$ cat config.mk
export PLATFORM = sky130hd
export DESIGN_NAME = ad_ip_jesd204_link_dnconv_phase_ctrl
export DESIGN_NICKNAME = d
export VERILOG_FILES = /design/src/rtl/ad_ip_jesd204_link_dnconv_phase_ctrl_pkg.sv /design/src/rtl/ad_ip_jesd204_sof_phase_detect.sv /design/src/rtl/ad_ip_jesd204_link_dnconv_phase_ctrl.sv
export SDC_FILE = /design/constraint.sdc
export NUM_CORES = 1
export LEC_CHECK = 0
export ABC_AREA = 1
export ABC_CLOCK_PERIOD_IN_PS = 3300
export BUFFER_PORTS_ARGS = -buffer_cell sky130_fd_sc_hd__buf_2
export CORE_MARGIN = 8
export CORE_UTILIZATION = 35
export DETAILED_ROUTE_END_ITERATION = 16
export PLACE_DENSITY_LB_ADDON = 0.2
export SYNTH_ARGS = -nofsm -noshare
export SYNTH_HDL_FRONTEND = slang
export SYNTH_SLANG_ARGS = --single-unit
$ cat constraint.sdc
create_clock -name link_clk -period 3.3 [get_ports link_clk]
set_input_delay 0.33 -clock link_clk [delete_from_list [all_inputs] [get_ports link_clk]]
set_output_delay 0.33 -clock link_clk [all_outputs]
set_load 0.01 [all_outputs]
$ cat src/rtl/ad_ip_jesd204_link_dnconv_phase_ctrl_pkg.sv
// Shared types and constants for the JESD204 down-converter phase controller:
// FSM encodings, SOF half-beat phase values and counter widths.
package ad_ip_jesd204_link_dnconv_phase_ctrl_pkg;

  typedef enum logic [1:0] {
    ST_IDLE   = 2'd0,
    ST_SEARCH = 2'd1,
    ST_CHECK  = 2'd2,
    ST_LOCKED = 2'd3
  } state_t;

  localparam logic PHASE_LO = 1'b0;
  localparam logic PHASE_HI = 1'b1;

  localparam int ERR_CNT_W   = 8;
  localparam int SMALL_CNT_W = 4;

endpackage

$ cat src/rtl/ad_ip_jesd204_sof_phase_detect.sv
// Flags a valid beat carrying SOF and reports which half of the beat holds
// the lowest-indexed SOF octet.
module ad_ip_jesd204_sof_phase_detect
  import ad_ip_jesd204_link_dnconv_phase_ctrl_pkg::*;
#(
  parameter int OCTETS_PER_BEAT = 8
) (
  input  logic                       i_valid,
  input  logic [OCTETS_PER_BEAT-1:0] i_sof,
  output logic                       o_sof_beat,
  output logic                       o_phase
);

  localparam int IDX_W = (OCTETS_PER_BEAT > 2) ? $clog2(OCTETS_PER_BEAT) : 1;

  logic [IDX_W-1:0] w_low_idx;

  // NOTE: default assignment before the loop keeps this purely combinational (no latch).
  always_comb begin
    w_low_idx = '0;
    for (int i = OCTETS_PER_BEAT - 1; i >= 0; i--) begin
      if (i_sof[i]) w_low_idx = IDX_W'(i);
    end
  end

  assign o_sof_beat = i_valid & (|i_sof);
  assign o_phase    = (o_sof_beat && (w_low_idx >= IDX_W'(OCTETS_PER_BEAT / 2)))
                      ? PHASE_HI : PHASE_LO;

endmodule

$ cat src/rtl/ad_ip_jesd204_link_dnconv_phase_ctrl.sv
// Measures the multiframe period and SOF half-beat phase of the down-converted
// link, locks once both are stable, and flywheels the SOF position in lock.
module ad_ip_jesd204_link_dnconv_phase_ctrl
  import ad_ip_jesd204_link_dnconv_phase_ctrl_pkg::*;
#(
  parameter int OCTETS_PER_BEAT = 8,
  parameter int PERIOD_W        = 10,
  parameter int LOCK_COUNT      = 4,
  parameter int ERR_THRESH      = 2
) (
  input  logic                       link_clk,
  input  logic                       link_resetn,
  input  logic                       enable,
  input  logic                       link_valid,
  input  logic [OCTETS_PER_BEAT-1:0] link_sof,
  input  logic                       clr_err,
  output logic                       phase_sel,
  output logic                       locked,
  output logic [PERIOD_W-1:0]        mf_beats,
  output logic [ERR_CNT_W-1:0]       align_err_cnt,
  output logic [1:0]                 state
);

  state_t                   r_state;
  logic [PERIOD_W-1:0]      r_beat_cnt;
  logic [PERIOD_W-1:0]      r_mf_beats;
  logic                     r_cap_phase;
  logic                     r_period_valid;
  logic [SMALL_CNT_W-1:0]   r_match_cnt;
  logic [SMALL_CNT_W-1:0]   r_miss_cnt;
  logic                     r_phase_sel;
  logic                     r_locked;
  logic [ERR_CNT_W-1:0]     r_align_err_cnt;

  logic                     w_sof_beat;
  logic                     w_phase;
  logic                     w_abort;
  logic                     w_cnt_max;
  logic                     w_expected;
  logic                     w_good;
  logic                     w_mismatch;
  logic [SMALL_CNT_W-1:0]   w_match_next;
  logic [SMALL_CNT_W-1:0]   w_miss_next;

  ad_ip_jesd204_sof_phase_detect #(
    .OCTETS_PER_BEAT(OCTETS_PER_BEAT)
  ) u_sof_phase_detect (
    .i_valid   (link_valid),
    .i_sof     (link_sof),
    .o_sof_beat(w_sof_beat),
    .o_phase   (w_phase)
  );

  assign w_abort    = ~enable | ~link_valid;
  assign w_cnt_max  = &r_beat_cnt;
  assign w_expected = (r_state == ST_LOCKED) && (r_beat_cnt == r_mf_beats);
  assign w_good     = w_expected && w_sof_beat && (w_phase == r_phase_sel);
  // Missing/wrong-phase SOF on the expected beat, or any SOF off it.
  assign w_mismatch = (r_state == ST_LOCKED) && !w_abort &&
                      ((w_expected && !w_good) || (!w_expected && w_sof_beat));
  assign w_miss_next = r_miss_cnt + 1'b1;

  // r_beat_cnt holds the interval since the previous SOF at this point.
  always_comb begin
    w_match_next = SMALL_CNT_W'(1);
    if (r_period_valid && (r_beat_cnt == r_mf_beats)) w_match_next = r_match_cnt + 1'b1;
  end

  // NOTE: all state is updated with non-blocking assignments so every register samples pre-edge values.
  always_ff @(posedge link_clk or negedge link_resetn) begin
    if (!link_resetn) begin
      r_state         <= ST_IDLE;
      r_beat_cnt      <= '0;
      r_mf_beats      <= '0;
      r_cap_phase     <= PHASE_LO;
      r_period_valid  <= 1'b0;
      r_match_cnt     <= '0;
      r_miss_cnt      <= '0;
      r_phase_sel     <= PHASE_LO;
      r_locked        <= 1'b0;
      r_align_err_cnt <= '0;
    end else begin
      // In lock the counter free-runs on the stored period instead of following SOFs.
      if (link_valid) begin
        if ((r_state == ST_LOCKED) ? w_expected : w_sof_beat) r_beat_cnt <= PERIOD_W'(1);
        else if (!w_cnt_max)                                  r_beat_cnt <= r_beat_cnt + 1'b1;
      end

      if (clr_err)                                 r_align_err_cnt <= '0;
      else if (w_mismatch && !(&r_align_err_cnt))  r_align_err_cnt <= r_align_err_cnt + 1'b1;

      if (w_abort) begin
        r_state  <= ST_IDLE;
        r_locked <= 1'b0;
      end else begin
        unique case (r_state)
          ST_IDLE: r_state <= ST_SEARCH;

          ST_SEARCH: begin
            if (w_sof_beat) begin
              r_cap_phase    <= w_phase;
              r_period_valid <= 1'b0;
              r_match_cnt    <= '0;
              r_state        <= ST_CHECK;
            end
          end

          ST_CHECK: begin
            if (w_sof_beat) begin
              if (w_phase != r_cap_phase) begin
                r_cap_phase    <= w_phase;
                r_period_valid <= 1'b0;
                r_match_cnt    <= '0;
              end else begin
                if (w_match_next == SMALL_CNT_W'(1)) r_mf_beats <= r_beat_cnt;
                r_period_valid <= 1'b1;
                r_match_cnt    <= w_match_next;
                if (w_match_next == SMALL_CNT_W'(LOCK_COUNT)) begin
                  r_state     <= ST_LOCKED;
                  r_phase_sel <= r_cap_phase;
                  r_locked    <= 1'b1;
                  r_miss_cnt  <= '0;
                end
              end
            end else if (w_cnt_max) begin
              r_state <= ST_SEARCH;
            end
          end

          ST_LOCKED: begin
            if (w_mismatch) begin
              r_miss_cnt <= w_miss_next;
              if (w_miss_next == SMALL_CNT_W'(ERR_THRESH)) begin
                r_state  <= ST_SEARCH;
                r_locked <= 1'b0;
              end
            end else if (w_good) begin
              r_miss_cnt <= '0;
            end
          end

          default: r_state <= ST_IDLE;
        endcase
      end
    end
  end

  assign phase_sel     = r_phase_sel;
  assign locked        = r_locked;
  assign mf_beats      = r_mf_beats;
  assign align_err_cnt = r_align_err_cnt;
  assign state         = r_state;

endmodule

### Word level (Yosys, flattened, before mapping)

Index checks and enable logic that the tools add are counted.

* register bits after elaboration: 42
* input bits: 13
* output and inout port bits: 22
* logic and storage cells: 126

* $add $sub $neg: 4
* $lt $le $gt $ge: 1
* equal/unequal tests: 25
* muxes and demuxes: 49
* bitwise gates (word level): 6
* reductions and logical operators: 31

Operators by type and width (number)
* two-way mux 4 bit: 9
* two-way mux 3 bit: 8
* two-way mux 10 bit: 2
* AND reduction 6 bit: 3
* two-way mux 2 bit: 8
* two-way mux 8 bit: 2
* case mux 4 bit (2 select lines): 2
* AND reduction 5 bit: 3
* two-way mux 1 bit: 14
* inequality test 3 bit, second input constant: 4
* adder 10 x 1 -> 10 bit, second input constant: 1
* equality test 10 bit: 1
* logical AND 1 bit: 10
* AND reduction 10 bit: 1
* inequality test 3 x 2 -> 1 bit, second input constant: 3
* adder 4 x 1 -> 4 bit, second input constant: 2
* adder 8 x 1 -> 8 bit, second input constant: 1
* inequality test 4 bit, second input constant: 2
* case mux 2 bit (4 select lines): 1
* AND reduction 8 bit: 1
* OR reduction 8 bit: 1
* inequality test 2 x 1 -> 1 bit, second input constant: 3
* inequality test 2 bit, second input constant: 3
* case mux 1 bit (2 select lines): 3
* other kinds (19): 28

### Logic depth before layout (Yosys ltp)

Gate-level depths: netlist (run 1).

* word-level depth: 20
* depth in mapped cells: 14
* mapped depth without buffers: 14

### Modules after synthesis

From an unflattened synthesis (run 1), not the netlist that was laid out.

* cells, all modules: 345
* area, all modules: 2745.1 µm²

By module, submodules not included
* ad_ip_jesd204_link_dnconv_phase_ctrl: instances 1, cells an instance 335, area each 2705.1 µm², sequential area each 1051.0 µm²
* ad_ip_jesd204_sof_phase_detect: instances 1, cells an instance 10, area each 40.0 µm², sequential area each 0.0 µm²

### Worst setup path before layout (run 1)

OpenSTA, ideal clock, no wires.

* path type: reg-to-reg
* start point: reg r_state[0] (netlist: state[0])
* end point: reg r_match_cnt[0]
* setup time: 87 ps
* arrival: 1812 ps
* data required time: 3213 ps
* setup slack: 1400 ps
* stages on the path, launching flop included: 8
* path buffers: 0
* clock period less this slack: 1900 ps
* path through: dfrtp_1 -> inv_1 -> ha_1 -> nor2_1 -> inv_1 -> a211oi_1 -> nand4_1 -> o22ai_1

* cells in the longest elaborated chain, start to end: 3
* elaborated cells between the ends (all ways): 7
* those cells by class: 4 x eq/ne; 1 x mux; 2 x reduce/logical

RTL lines
* start: declaration: RTL line ad_ip_jesd204_link_dnconv_phase_ctrl.sv:24 `state_t r_state;`
* start signal: assignment: RTL line ad_ip_jesd204_link_dnconv_phase_ctrl.sv:72 `r_state <= ST_IDLE;`
* start signal: assignment: RTL line ad_ip_jesd204_link_dnconv_phase_ctrl.sv:93 `r_state <= ST_IDLE;`
* start signal: assignment: RTL line ad_ip_jesd204_link_dnconv_phase_ctrl.sv:97 `ST_IDLE: r_state <= ST_SEARCH;`
* equality test 2 x 1 -> 1 bit or equality test 2 bit (tied branches): RTL line ad_ip_jesd204_link_dnconv_phase_ctrl.sv:96 `unique case (r_state)`
* inequality test 2 x 1 -> 1 bit (no source line) or nonzero test 2 bit (tied branches)
* AND reduction 4 bit (no source line)
* end signal: assignment: RTL line ad_ip_jesd204_link_dnconv_phase_ctrl.sv:117 `r_match_cnt <= w_match_next;`
* end: declaration: RTL line ad_ip_jesd204_link_dnconv_phase_ctrl.sv:29 `logic [SMALL_CNT_W-1:0] r_match_cnt;`

Parallel ways exist; a longest one is shown, timed or not.
A chain may end at the register's enable or synchronous reset.

### Final worst setup path (run 1)

* start point: reg r_state[0] (netlist: state[0])
* end point: reg r_mf_beats[7] (netlist: mf_beats[7])

* cells in the longest elaborated chain, start to end: 2

RTL lines
* equality test 2 bit: RTL line ad_ip_jesd204_link_dnconv_phase_ctrl.sv:96
* AND reduction 5 bit (no source line)
* end signal: assignment: RTL line ad_ip_jesd204_link_dnconv_phase_ctrl.sv:115 `if (w_match_next == SMALL_CNT_W'(1)) r_mf_beats <= r_beat_cnt;`
* end: declaration: RTL line ad_ip_jesd204_link_dnconv_phase_ctrl.sv:26 `logic [PERIOD_W-1:0] r_mf_beats;`

Every way passes these cells.

==> results of run 1 <==
## final cells by class
| cell class | instances | area [um2] | share of cell area, % |
|---|---|---|---|
| Clock buffer | 6 | 82.6 | 2.67 |
| Clock inverter | 2 | 12.5 | 0.405 |
| Timing Repair Buffer | 35 | 178 | 5.75 |
| Sequential cell | 42 | 1050 | 34.0 |
| Multi-Input combinational cell | 259 | 1420 | 46.1 |
| Tap cell | 102 | 128 | 4.13 |
| Inverter | 57 | 214 | 6.93 |
## worst max-delay path: stages, from the launching register on
cell and delay [ns]:
dfrtp_1 0.44, inv_1 0.08, ha_1 0.26, inv_1 0.09, nor2_1 0.14, inv_1 0.05
nor2_1 0.14, inv_1 0.08, nor2_1 0.14, nand4_2 0.53, o21ai_0 0.35
## placed cells by master, fill, tap and decap left out, types with 4 or more instances in the layout
cell	synthesis	routed
buf_2	0	34
clkbuf_8	0	6
dfrtp_1	42	42
ha_1	9	9
inv_1	51	51
inv_2	6	6
nand2_1	91	91
nand2_2	4	4
nand3_1	24	24
nand4_1	17	17
nor2_1	32	32
nor3_1	4	4
o21ai_0	19	19
o21ai_1	6	6
o21ai_2	9	9
o22ai_1	4	4
xor2_1	16	16
## routing by layer
layer | up-vias | global-route usage [%]
met4 | 0 | 3.10
met5 | - | 0
met3 | 8 | 2.60
met2 | 29 | 19.2
li1 | 1250 | -
met1 | 1070 | 14.3
## synthesized netlist by cell type, types with 3 or more instances
cell type and number:
nand3_1 24, nor2_1 32, o22ai_1 4, nor4_1 3
inv_1 51, xor2_1 16, nor3_1 4, a21oi_1 3
o21ai_2 9, nand2_1 91, ha_1 9, o21ai_1 6
inv_2 6, nand2_2 4, nand4_1 17, dfrtp_1 42
o21ai_0 19, nand3_2 3
## flip-flops by register name, summed over array words and instances, names as in the netlist
register / flops
r_period_valid: 1
r_beat_cnt: 10
mf_beats: 10
r_miss_cnt: 4
r_match_cnt: 4
align_err_cnt: 8
phase_sel: 1
state: 2
r_cap_phase: 1
locked: 1
## cell families after synthesis
logic type,count (synthesis),share of synthesized area (%)
AO/OA/AOI/OAI,43,9.54
buffers and inverters,60,8.85
adder cells (fa/ha/maj),9,4.15
AND/OR/NAND/NOR,189,32.9
XOR/XNOR,18,5.81
flip-flops,42,38.7
## power groups by stage
stage	clock (mW)	sequential (mW)	combinational, mW
3_3_place_gp	0	0.570	0.171
5_1_grt	0.392	0.565	0.198
3_5_place_dp	0	0.571	0.173
6_report	0.356	0.560	0.170
2_1_floorplan	0	0.567	0.124
4_1_cts	0.372	0.560	0.174
## path summary, 6_finish.rpt
path / start / endpoint / slack [ns]
max: state[0]$_DFFE_PN0P_ / mf_beats[7]$_DFFE_PN0P_ / 0.91
min: link_resetn / mf_beats[4]$_DFFE_PN0P_ / 0.19
max reg2reg: state[0]$_DFFE_PN0P_ / mf_beats[7]$_DFFE_PN0P_ / 0.91
min reg2reg: locked$_DFFE_PN0P_ / locked$_DFFE_PN0P_ / 0.50
max in group asynchronous: link_resetn / mf_beats[1]$_DFFE_PN0P_ / 2.50
min in group link_clk: clr_err / align_err_cnt[6]$_DFFE_PN0P_ / 0.33
==> results.cfg, run 1 <==
[cts]
root_buffer = clkbuf_8
ctsResizeCount = 0
numCtsBuffers = 5
cts_tree = done
htreeDepth = 2
cts-hold-fix-buffers = 0
cts.path.max_buffers = 2
clkLatencyLatePin_ns = 0.30
cts_num_sinks = 42
clk_pin_slew_ns = 0.09
cts_setup_buffers = 0

[placed_design]
io_buffers = 34
gp_congestion = 0.803
dp.cells = 495
dp_slack_ns = 0.891
place_hpwl_mm = 4.53
placed_cell_area_um2 = 2990

[cells_and_area]
drive_above_1_share_pct = 18.5
nFillCells = 804
synthToLayoutAreaGrowth_pct = 13.8
antenna_cells = 0
fin_area_um2 = 3090
stdcell_count = 503
nNetsFinal = 422
fin_util_pct = 40.6

[timing]
setup_viol = 0
drv_slew = 0
worstMarginPinSlew_ns = 0.981
rsz0062_at_grt = false
fmax_ghz = 0.419
finalHoldWorstSlack_ns = 0.185
period_minus_slack_ns = 2.39
relSlewSlack_pct = 34.6
fin_crit_sh_pct = 72.3
worst_slack_ns = 0.914
fin_skew_ns = 0.00786
hold_viol_final = 0
fin_tns_setup_ns = 0

[grt]
antenna_found_initial = 0
grt_pass1_vias = 2338
grt_usage_pct = 11.4
grt-ovfl-total = 0
grt_max_degree = 43
grt_pass1_wl_mm = 10.5

[power_and_ir_drop]
ir_drop_uv = 197
p_per_area_nw_per_um2 = 352
p_switching_uw = 324
clock_power_share_pct = 32.8
pwr-share-seq_pct = 51.5
p_leak_nw = 1.54
total_power_mw = 1.09
p_int_uw = 762
switching_share_pct = 29.8
p_comb_share_pct = 15.7

[critical_path]
startpoint_type = flip-flop
cp_max_fo = 20
crit_arrival_ns = 2.59
worstSetupPathType = flip-flop to flip-flop
end_kind = flip-flop
worst_r2r_path_depth = 10
cp.required_ns = 3.50

[synth]
syn_area_um2 = 2720
synthArstFlopShare_pct = 100
yosysWarnings = 0
synth_ff_type = dfrtp_1
ys_top_cells_by_area = dfrtp_1 (39%), nand2_1 (13%), inv_1 (7.1%), xor2_1 (5.2%), nand3_1 (4.4%)
synth_cell_types = 30
syn_inst = 361
avgSynthCellArea_um2 = 7.52
yosys.area.top_type_share_pct = 38.7
ys_seq_elements = 42
yosysTopAreaCell = dfrtp_1
syn-num-nets = 383
seq_area_frac_synth_pct = 38.7
synth_edf_count = 0

[floorplanning]
dieHeight_um = 104
die_w_um = 104
start_util_pct = 35.7
io_pins = 35
die_area_um2 = 10800
coreArea_um2 = 7610
rows = 32

[routing]
routed-wl-met2_mm = 2.83
met1_length_mm = 2.81
wl_met3_um = 225
post_drt_wl_per_cell_um = 11.8
routed_wirelength_mm = 5.93
dr_total_vias = 2357
drt_iter0_drc = 92
drt-pass1-iter-count = 4
ant_nets = 0
post-route-drc-count = 0
dr.max_layer_used = met4
vias_per_cell = 4.69

[job]
cap_viol_max_count = 0

[hold_path]
hold_path_class = input pin to asynchronous set/reset pin

[outcome]
status = finished clean
(Power assumes the default switching activity.)
==> run 2, diff against run 1 <==
--- a/config.mk
+++ b/config.mk
@@ -6,7 +6,7 @@
 export NUM_CORES = 1
 export LEC_CHECK = 0
 export ABC_AREA = 1
-export ABC_CLOCK_PERIOD_IN_PS = 3300
+export ABC_CLOCK_PERIOD_IN_PS = 2500
 export BUFFER_PORTS_ARGS = -buffer_cell sky130_fd_sc_hd__buf_2
 export CORE_MARGIN = 8
 export CORE_UTILIZATION = 35
==> constraint.sdc (replaced) <==
create_clock -name link_clk -period 2.5 [get_ports link_clk]
set_input_delay 0.25 -clock link_clk [delete_from_list [all_inputs] [get_ports link_clk]]
set_output_delay 0.25 -clock link_clk [all_outputs]
set_load 0.01 [all_outputs]
==> results.cfg, run 2 (synthesis gave the netlist of run 1 again) <==
[grt]
antenna_found_initial = 0
grt_pass1_vias = 2354
grt-ovfl-total = 0
grt_max_degree = 43
grt_pass1_wl_mm = 10.6
grt_usage_pct = 11.6

[cells_and_area]
final_cell_mix = nand2_1 (91), inv_1 (51), dfrtp_1 (42)
stdcell_count = 505
nFillCells = 806
nNetsFinal = 424
antenna_cells = 0
synthToLayoutAreaGrowth_pct = 16.4
fin_area_um2 = 3160
final_common_cell = nand2_1
fin_util_pct = 41.5
drive_above_1_share_pct = 18.9

[critical_path]
cp.required_ns = 2.70
cp_max_fo = 20
r2r_setup_slack_ns = 0.33
crit_end = mf_beats[7]$_DFFE_PN0P_
rr_endpoint = mf_beats[7]$_DFFE_PN0P_
worstSetupPathType = flip-flop to flip-flop
cp-startpoint = state[0]$_DFFE_PN0P_
r2r-start = state[0]$_DFFE_PN0P_
startpoint_type = flip-flop
end_kind = flip-flop
crit_arrival_ns = 2.37
worst_r2r_path_depth = 10

[placed_design]
placed_cell_area_um2 = 3010
place_hpwl_mm = 4.60
gp_congestion = 0.800
dp.cells = 497
dp_slack_ns = 0.0587
io_buffers = 34

[routing]
post_drt_wl_per_cell_um = 12.2
vias_per_cell = 4.73
drt_iter0_drc = 80
routed_wirelength_mm = 6.14
drt-pass1-iter-count = 4
ant_nets = 0
dr_total_vias = 2391
post-route-drc-count = 0

[timing]
period_minus_slack_ns = 2.17
hold_viol_final = 0
fin_crit_sh_pct = 86.9
worstMarginPinSlew_ns = 0.987
relSlewSlack_pct = 34.2
fin_skew_ns = 0.0115
drv_slew = 0
setup_viol = 0
fmax_ghz = 0.460
worst_slack_ns = 0.327
fin_tns_setup_ns = 0
rsz0062_at_grt = false
finalHoldWorstSlack_ns = 0.104

[floorplanning]
start_util_pct = 35.7
rows = 32
dieHeight_um = 104
coreArea_um2 = 7610
die_w_um = 104
io_pins = 35
die_area_um2 = 10800

[job]
cap_viol_max_count = 0

[power_and_ir_drop]
p_per_area_nw_per_um2 = 521
total_power_mw = 1.65
p_leak_nw = 1.57
ir_drop_uv = 205

[cts]
cts-hold-fix-buffers = 0
clkLatencyLatePin_ns = 0.30
clk_pin_slew_ns = 0.09
cts_num_sinks = 42
cts.path.max_buffers = 2
htreeDepth = 2
cts_tree = done
numCtsBuffers = 5
root_buffer = clkbuf_8

[hold_path]
hold_path_class = input pin to asynchronous set/reset pin

[outcome]
status = finished clean
## run 2: cell count changes in the layout (fill, tap and decap cells not counted)
| cell | delta |
|---|---|
| buf_4 | +2 |
| bufinv_16 | +2 |
| clkinv_2 | -1 |
| clkinvlp_4 | -1 |
| nand4_2 | -1 |
| nand4_4 | +1 |
## run 2: layout make-up
cell class / count / area [um2] / area share (%)
clock inverters: 2 / 60.1 / 1.90
clock buffers: 6 / 82.6 / 2.61
multi-input cells: 259 / 1430 / 45.3
well taps: 102 / 128 / 4.04
inverters: 57 / 214 / 6.77
repair buffers: 37 / 193 / 6.10
flip-flops and latches: 42 / 1050 / 33.3
## run 2: worst max-delay path, stage by stage (launching register included)
cell,delay (ns)
dfrtp_1,0.44
inv_1,0.08
ha_1,0.25
inv_1,0.08
nor2_1,0.14
inv_1,0.05
nor2_1,0.13
inv_1,0.09
nor2_1,0.18
nand4_4,0.35
o21ai_0,0.29
## run 2: worst min-delay path by stage
| stage | from | end | slack, ns | cells past startpoint |
|---|---|---|---|---|
| after CTS | link_resetn | mf_beats[0]$_DFFE_PN0P_ | 0.15 | 1 |
| after floorplan | link_resetn | align_err_cnt[0]$_DFFE_PN0P_ | -0.05 | 0 |
| final | link_resetn | mf_beats[4]$_DFFE_PN0P_ | 0.10 | 1 |
| after detailed placement | locked$_DFFE_PN0P_ | locked$_DFFE_PN0P_ | 0.46 | 2 |
| after global placement | locked$_DFFE_PN0P_ | locked$_DFFE_PN0P_ | 0.46 | 2 |
| after global routing | link_resetn | mf_beats[0]$_DFFE_PN0P_ | 0.19 | 1 |
## run 2: report_power, final
group | total [mW] | internal [mW] | switching, mW | leakage [nW]
Sequential | 0.740 | 0.707 | 0.0326 | 0.579
Combinational | 0.226 | 0.0779 | 0.149 | 0.924
Clock | 0.681 | 0.427 | 0.255 | 0.0714
## run 2: layer usage
metal	part of all wire, %	GRT usage, %
met5	0	0
met4	0.83	2.79
met3	3.0	2.79
met2	47	19.5
met1	49	14.5
## run 2: timing repair
item | in CTS | in global routing
endpoints found under the hold margin | 0 | 0
setup endpoints to repair | 0 | 10
resized for setup | 0 | 1
setup buffers | 0 | 0
==> run 3, diff against run 2 <==
--- a/config.mk
+++ b/config.mk
@@ -7,7 +7,7 @@
 export LEC_CHECK = 0
 export ABC_AREA = 1
 export ABC_CLOCK_PERIOD_IN_PS = 2500
-export BUFFER_PORTS_ARGS = -buffer_cell sky130_fd_sc_hd__buf_2
+export BUFFER_PORTS_ARGS = -buffer_cell sky130_fd_sc_hd__buf_4
 export CORE_MARGIN = 8
 export CORE_UTILIZATION = 35
 export DETAILED_ROUTE_END_ITERATION = 16
==> results.cfg, run 3 (synthesis gave the netlist of run 1 again) <==
[power_and_ir_drop]
clock_power_share_pct = 32.0
p_per_area_nw_per_um2 = 448
ir_drop_uv = 173
switching_share_pct = 29.0
p_leak_nw = 1.56
p_switching_uw = 416
pwr-share-seq_pct = 51.7
p_int_mw = 1.02
p_comb_share_pct = 16.3

[timing]
period_minus_slack_ns = 2.21
fin_tns_setup_ns = 0
rsz0062_at_grt = false
drv_slew = 0
fmax_ghz = 0.453
hold_viol_final = 0
finalHoldWorstSlack_ns = 0.198
fin_crit_sh_pct = 88.4
setup_viol = 0
fin_skew_ns = 0.0113
relSlewSlack_pct = 53.1
worstMarginPinSlew_ns = 0.696

[cts]
cts_tree = done
clk_pin_slew_ns = 0.08
cts.path.max_buffers = 2
cts_setup_buffers = 0
cts_num_sinks = 42
numCtsBuffers = 5
clkLatencyLatePin_ns = 0.30
htreeDepth = 2
root_buffer = clkbuf_8

[outcome]
status = finished clean

[placed_design]
io_buffers = 34
gp_congestion = 0.818
place_hpwl_mm = 4.57
dp.cells = 496

[floorplanning]
die_area_um2 = 10800
die_w_um = 104
rows = 32
io_pins = 35
coreArea_um2 = 7610
start_util_pct = 35.7
dieHeight_um = 104

[cells_and_area]
synthToLayoutAreaGrowth_pct = 17.7
nFillCells = 768
drive_above_1_share_pct = 18.4
antenna_cells = 0
fin_util_pct = 42.0
final_common_cell = nand2_1
nNetsFinal = 424
final_cell_mix = nand2_1 (91), inv_1 (51), dfrtp_1 (42)
stdcell_count = 505

[critical_path]
cp_max_fo = 6
worst_r2r_path_depth = 8
r2r_setup_slack_ns = 0.29
r2r-start = state[0]$_DFFE_PN0P_
crit_family = simple AND/OR/NAND/NOR gates
cp.required_ns = 2.68
end_kind = flip-flop
crit_arrival_ns = 2.39
startpoint_type = flip-flop
critical_path_buf_inv_count = 2
worstSetupPathType = flip-flop to flip-flop
cp-startpoint = state[0]$_DFFE_PN0P_
critical_path_depth = 8
cpPeakStageDelay_ns = 0.57
slowest_stage = o21ai_0
path_cells = ha_1 -> inv_1 -> nor2_2 -> inv_1 -> o21ai_0 -> nand3_2 -> nand2_1 -> nand2_1
rr_endpoint = r_miss_cnt[3]$_DFFE_PN0P_
crit_end = r_miss_cnt[3]$_DFFE_PN0P_

[grt]
grt-ovfl-total = 0
grt_usage_pct = 11.6
grt_pass1_vias = 2299
grt_pass1_wl_mm = 10.7
antenna_found_initial = 0
grt_max_degree = 43

[routing]
post_drt_wl_per_cell_um = 12.0
drt_iter0_drc = 71
vias_per_cell = 4.73
routed_wirelength_mm = 6.06
dr_total_vias = 2390
ant_nets = 0
drt-pass1-iter-count = 4
post-route-drc-count = 0

[hold_path]
hold_path_class = input pin to flip-flop

[job]
cap_viol_max_count = 0
-- run 3: cell types whose count changed in the layout (fill, tap and decap cells not counted), sizes merged --
cell	change
bufinv	-2
clkinv	+1
clkbuf	+1
dlygate4sd3	+1
buf	-1
-- run 3: cell type report --
class	count	area (um2)	share of cell area (%)
timing repair buffer	37	280	8.77
clock buffer	7	86.3	2.70
tap	102	128	3.99
clock inverter	1	5.00	0.157
inverter	57	214	6.69
multi-input combinational	259	1430	44.8
sequential	42	1050	32.9
-- run 3: repair_timing --
action / CTS / global route
hold endpoints to repair: 42 / 0
gates resized for setup: 0 / 1
endpoints found under the setup margin: 0 / 10
hold buffers: 1 / 0
-- run 3: layer usage --
layer,track usage [%],routed length [um]
met5,0,0
met4,3.41,65
met3,2.79,216
met2,19.5,2990
met1,14.4,2790
-- run 3: worst min-delay path by stage --
stage / from / slack [ns] / to / depth (start not counted)
after floorplan: link_resetn / -0.05 / align_err_cnt[0]$_DFFE_PN0P_ / 0
after global placement: link_resetn / 0.30 / mf_beats[3]$_DFFE_PN0P_ / 1
after detailed placement: link_resetn / 0.29 / mf_beats[4]$_DFFE_PN0P_ / 1
after CTS: clr_err / 0.18 / align_err_cnt[6]$_DFFE_PN0P_ / 2
after global routing: clr_err / 0.20 / align_err_cnt[6]$_DFFE_PN0P_ / 2
final: clr_err / 0.20 / align_err_cnt[6]$_DFFE_PN0P_ / 2
-- run 3: per-stage QoR --
stage | total power, mW | cell area [um2] | worst slack, ns
after CTS | 1.46 | 3190 | 0.105
after floorplan | 0.912 | 2720 | 0.600
final | 1.43 | 3200 | 0.290
after detailed placement | 0.990 | 3090 | 0.117
after global placement | 0.987 | 3090 | 0.165
after global routing | 1.52 | 3200 | 0.0443
-- run 3: power by group through the flow --
stage	Sequential, mW	Combinational (mW)	Clock (mW)
global placement	0.753	0.235	0
detailed placement	0.753	0.236	0
CTS	0.740	0.239	0.485
finish	0.740	0.233	0.458
floorplan	0.749	0.163	0
global route	0.745	0.274	0.503
